`src/rtl/opc7_bus_arbiter.sv`:
```
// opc7_bus_arbiter: shares one memory/IO port between the opc7 CPU (clock-enable throttled) and a DMA requester.
// Define ARB_CPU_LOCK_EN to add the cpu_lock input for atomic CPU read-modify-write sequences.
module opc7_bus_arbiter #(
  parameter int ADDR_W      = 20,
  parameter int DATA_W      = 32,
  parameter int WAIT_STATES = 1,
  parameter int MAX_BURST   = 4
) (
  input  logic              clk,
  input  logic              reset_b,
  input  logic              cpu_vpa,
  input  logic              cpu_vda,
  input  logic              cpu_vio,
  input  logic              cpu_rnw,
  input  logic [ADDR_W-1:0] cpu_address,
  input  logic [DATA_W-1:0] cpu_dout,
  output logic [DATA_W-1:0] cpu_din,
  output logic              cpu_clken,
`ifdef ARB_CPU_LOCK_EN
  input  logic              cpu_lock,
`endif
  input  logic              dma_req,
  input  logic              dma_rnw,
  input  logic [ADDR_W-1:0] dma_address,
  input  logic [DATA_W-1:0] dma_wdata,
  output logic              dma_ack,
  output logic [DATA_W-1:0] dma_rdata,
  output logic              mem_cs,
  output logic              mem_io,
  output logic              mem_rnw,
  output logic [ADDR_W-1:0] mem_address,
  output logic [DATA_W-1:0] mem_wdata,
  input  logic [DATA_W-1:0] mem_rdata
);
  localparam logic [1:0] SYNC = 2'd0, ARB = 2'd1, ACC = 2'd2;
  localparam logic [2:0] WS = 3'(WAIT_STATES);
  localparam logic [3:0] MB = 4'(MAX_BURST);

  logic [1:0]        state;
  logic              sync_cnt;
  logic [2:0]        wait_cnt;
  logic [3:0]        burst;
  logic              last_dma;
  logic              own_dma;
  logic [DATA_W-1:0] din_q;
  logic              cpu_req, arb, acc_last, dma_win, grant_dma, grant_cpu, lock_hold;

  assign cpu_req   = cpu_vpa | cpu_vda | cpu_vio;
  assign arb       = state == ARB;
  assign acc_last  = state == ACC && wait_cnt == WS;
  assign dma_win   = dma_req & ~lock_hold & (~last_dma | ~cpu_req | (burst < MB));
  assign grant_dma = arb & dma_win;
  assign grant_cpu = arb & ~dma_win & cpu_req;

  // The CPU only advances in SYNC, idle ARB cycles and the last cycle of its own access.
  assign cpu_clken   = state == SYNC | (arb & ~grant_dma & ~grant_cpu) | (acc_last & ~own_dma);
  assign cpu_din     = (acc_last & ~own_dma) ? mem_rdata : din_q;
  assign dma_ack     = acc_last & own_dma;
  assign dma_rdata   = mem_rdata;
  assign mem_cs      = state == ACC;
  assign mem_io      = ~own_dma & cpu_vio;
  assign mem_rnw     = own_dma ? dma_rnw : cpu_rnw;
  assign mem_address = own_dma ? dma_address : cpu_address;
  assign mem_wdata   = own_dma ? dma_wdata : cpu_dout;

`ifdef ARB_CPU_LOCK_EN
  logic [6:0] lock_cnt;
  // A lock seen for 64 ARB cycles (bit 6 set) is overridden for one grant.
  assign lock_hold = cpu_lock & ~last_dma & ~lock_cnt[6];
  always_ff @(posedge clk or negedge reset_b)
    if (!reset_b) lock_cnt <= '0;
    else if (arb) lock_cnt <= (!cpu_lock || (lock_cnt[6] && (grant_dma || grant_cpu))) ? '0 : lock_cnt + {6'd0, ~lock_cnt[6]};
`else
  assign lock_hold = 1'b0;
`endif

  always_ff @(posedge clk or negedge reset_b)
    if (!reset_b) begin
      state    <= SYNC;
      sync_cnt <= 1'b0;
      wait_cnt <= '0;
      burst    <= '0;
      last_dma <= 1'b0;
      own_dma  <= 1'b0;
    end else begin
      if (state == SYNC) begin
        sync_cnt <= 1'b1;
        if (sync_cnt) state <= ARB;
      end
      if (arb) begin
        if (grant_dma || grant_cpu) begin
          state    <= ACC;
          own_dma  <= grant_dma;
          wait_cnt <= '0;
        end
        if (grant_cpu || !dma_req) burst <= '0;
      end
      if (state == ACC) begin
        wait_cnt <= wait_cnt + 3'd1;
        if (acc_last) begin
          state    <= ARB;
          last_dma <= own_dma;
          if (own_dma && burst < MB) burst <= burst + 4'd1;
        end
      end
      if (state == 2'd3) state <= SYNC;
    end

  always_ff @(posedge clk)
    if (acc_last && !own_dma) din_q <= mem_rdata;
endmodule

```
`config.mk`:
```
export PLATFORM = sky130hd
export DESIGN_NAME = opc7_bus_arbiter
export DESIGN_NICKNAME = d
export VERILOG_FILES = /design/src/rtl/opc7_bus_arbiter.sv
export SDC_FILE = /design/constraint.sdc
export NUM_CORES = 1
export LEC_CHECK = 0
export ABC_CLOCK_PERIOD_IN_PS = 2000
export CAP_MARGIN = 15
export CORE_MARGIN = 8
export CORE_UTILIZATION = 28
export CTS_CLUSTER_DIAMETER = 30
export DETAILED_ROUTE_END_ITERATION = 6
export PLACE_DENSITY_LB_ADDON = 0.25
export SETUP_SLACK_MARGIN = 0.5
export SYNTH_ARGS = -nofsm -noshare
export SYNTH_HDL_FRONTEND = slang
export SYNTH_SLANG_ARGS = --single-unit
```
`constraint.sdc`:
```
create_clock -name clk -period 2 [get_ports clk]
set_input_delay 0.4 -clock clk [delete_from_list [all_inputs] [get_ports clk]]
set_output_delay 0.4 -clock clk [all_outputs]
set_load 0.02 [all_outputs]
```
==> flow_summary_export.csv <==
group,metric,value,unit
status,status,"finished with violations",
status,violations,"setup timing",
setup_path,start_kind,"flip-flop",
floorplan,ioPinCount,265,
setup_path,required,1.60,ns
final_layout,fin_nets,699,
place,dp_slack,-0.505,ns
clock_tree,clk_pin_slew_worst_paths,0.09,ns
setup_path,crit_fanout,7,
floorplan,die_area,13800,sq um
floorplan,chipWidth,118,um
setup_path,cp_common_cell,"buf_6",
timing,tns,-15.09,ns
synthesis,async_reset_ff_share,27.3,%
timing,layout_min_cycle_time,2.39,ns
clock_tree,cts_sinks,44,
timing,fin_skew,0.00618,ns
synthesis,avgSynthCellArea,12.9,sq um
global_route,grt_pass1_wl,20.5,mm
synthesis,syn_nets,374,
clock_tree,cts_buffers,5,
run,drv_cap,0,
setup_path,worstPathBufferInverterCount,5,
synthesis,synth_ff_type,"edfxtp_1",
final_layout,mostFrequentLayoutCell,"clkdlybuf4s50_1",
detailed_routing,dr.pass1.iters,4,
setup_path,worstSetupEndpointType,"output port",
floorplan,core_region_area,10200,sq um
detailed_routing,route.detailed.drc,0,
timing,worst_pin_slew,0.583,ns
setup_path,timing_worst_setup_path_type,"reg -> out",
final_layout,stdcell_count,686,
timing,drv_slew,0,
final_layout,final_cell_mix,"clkdlybuf4s50_1, buf_6, mux2_4",
global_route,track_usage,18.8,%
final_layout,multiInputGateArea,1690,sq um
synthesis,synth_cell_types,31,
pwr,comb_power_share,72.9,%
global_route,first_global_vias,3290,
synthesis,seq_area_frac_synth,43.7,%
place,gp_congestion,0.791,
timing,slew_headroom,61.0,%
setup_path,cp_top_family,"buffers and inverters",
detailed_routing,drtIter0Drc,99,
clock_tree,clock_latency,0.30,ns
global_route,antenna_found_initial,1,
timing,fmax,0.418,GHz
timing,fin_crit_sh,120,%
pwr,intPower,0.00454,W
synthesis,syn_area,2890,sq um
clock_tree,ctsHoldBuffers,0,
pwr,clockPowerShare,9.8,%
timing,setup_viol,85,
pwr,power.total,0.00703,W
setup_path,crit_chain,"inv_2 > ha_4 > nand3b_4 > nor2_4 > buf_6 > buf_12 > buf_16 > mux2_4 > buf_6",
detailed_routing,final_antenna_net_count,0,
timing,fin_ws,-0.391,ns
floorplan,start_util,28.3,%
setup_path,cpMaxStageDelayCell,"dfrtp_1",
pwr,swShare,35.4,%
timing,fin_hold_ws,0.368,ns
pwr,ir_worst_vdd,520,uV
clock_tree,ctsLongestPathBuffers,2,
synthesis,synthCells,223,
final_layout,area_growth,143,%
synthesis,yosysWarnings,0,
final_layout,post_route_cells_drive_above_1_share,59.9,%
place,hpwl,10.6,mm
timing,hold_violations,0,
final_layout,nFillCells,773,
final_layout,seqCellArea,1260,sq um
pwr,p_seq_share,17.2,%
hold_path,worstHoldPathType,"in -> reg",
detailed_routing,vias,3072,
synthesis,synth_seq_cells,44,
setup_path,worstPathArrival,1.99,ns
clock_tree,cts_root_buf,"clkbuf_8",
global_route,overflow,0,
pwr,p_sw,0.00249,W
floorplan,rows,37,
detailed_routing,post_drt_wl_per_cell,19.9,um
synthesis,synth_edf_count,32,
place,placed_cells,634,
clock_tree,tritoncts,"built",
place,port-buffer-count,264,
clock_tree,htreeDepth,2,
global_route,grt_max_degree,15,
floorplan,die_h,118,um
setup_path,critical-path-max-stage-delay,0.41,ns
pwr,p_leak,3.22,nW
detailed_routing,via_per_inst,4.48,
timing,rsz0062_at_grt,"yes",
pwr,powerDensity,1000,nW/um^2
detailed_routing,wl,13.7,mm
==> metrics by stage <==
step	cell area [sq um]	util [%]
after floorplan	3190	-
after global placement	6110	60.0
after detailed placement	6110	60.0
after CTS	6790	66.7
after global routing	7020	68.9
final	7020	68.9
==> power groups by stage <==
stage	sequential (W)	combinational (W)	clock, W
5_1_grt	0.00123	0.00538	0.000755
3_5_place_dp	0.00123	0.00392	0
3_3_place_gp	0.00122	0.00387	0
6_report	0.00121	0.00513	0.000691
2_1_floorplan	0.00121	0.00219	0
4_1_cts	0.00121	0.00487	0.000707
==> per-layer routing <==
layer  global-route usage (%)  share of wire (%)  wire length (um)
met2                     37.8                 57              7860
met4                     3.04                1.1               145
met1                     18.8                 35              4810
met3                     4.89                6.3               859
met5                        0                  0                 0
==> final timing paths <==
kind / startpoint / endpoint / slack (ns) / cells past startpoint
worst max-delay path: state[0] / cpu_din[8] / -0.39 / 9
worst min-delay path: mem_rdata[23] / din_q[23] / 0.37 / 1
worst max register to register: state[0] / din_q[6] / 0.24 / 9
worst min register to register: sync_cnt / sync_cnt / 0.50 / 1
max in group asynchronous: reset_b / own_dma / 1.12 / 1
min in group asynchronous: reset_b / wait_cnt[1] / 0.47 / 1
==> worst reg2reg max path, delay by kind of cell (launching register included) <==
family / cells / cell delay [ns]
flops: 1 / 0.41
buf+inv: 6 / 0.67
simple gates: 2 / 0.26
fa+ha+maj: 1 / 0.14
==> cell families (layout without fill, tap and decap cells) <==
| kind of cell | after synthesis | count (layout) | share of synthesized area [%] |
|---|---|---|---|
| flip-flops | 44 | 44 | 43.7 |
| other | 0 | 1 | 0 |
| multiplexers | 85 | 85 | 33.2 |
| AO/OA/AOI/OAI | 19 | 19 | 4.55 |
| buffers and inverters | 49 | 375 | 11.6 |
| AND/OR/NAND/NOR | 19 | 19 | 3.99 |
| adder cells (fa/ha/maj) | 7 | 7 | 3.03 |
==> what timing repair did <==
item | in CTS | in global routing
resized for setup | 744 | 46
cloned | 6 | 0
pin swaps | 5 | 14
buffers inserted | 26 | 11
endpoints found under the setup margin | 162 | 142
==> final cells by class <==
class / count / area share [%]
repair buffers: 359 / 53.3
multi-input cells: 130 / 24.1
flip-flops and latches: 44 / 18.0
well taps: 136 / 2.43
clock buffers: 5 / 0.981
clock inverters: 3 / 0.606
inverters: 8 / 0.499
diodes: 1 / 0.0357
==> synthesized netlist by cell type, drive strengths merged, types with 3 or more instances <==
cell type | n | area share, %
buf | 41 | 11
dfrtp | 12 | 10
edfxtp | 32 | 33
ha | 7 | 3.0
inv | 8 | 1.0
mux2 | 85 | 33
nor2 | 6 | 1.0
o21ai | 7 | 1.2
o2bb2ai | 3 | 0.91
==> flip-flops by register name, summed over array words and instances (netlist names) <==
| signal | count |
|---|---|
| sync_cnt | 1 |
| din_q | 32 |
| last_dma | 1 |
| wait_cnt | 3 |
| own_dma | 1 |
| state | 2 |
| burst | 4 |
Note: power is estimated with default switching activity, not from simulation.
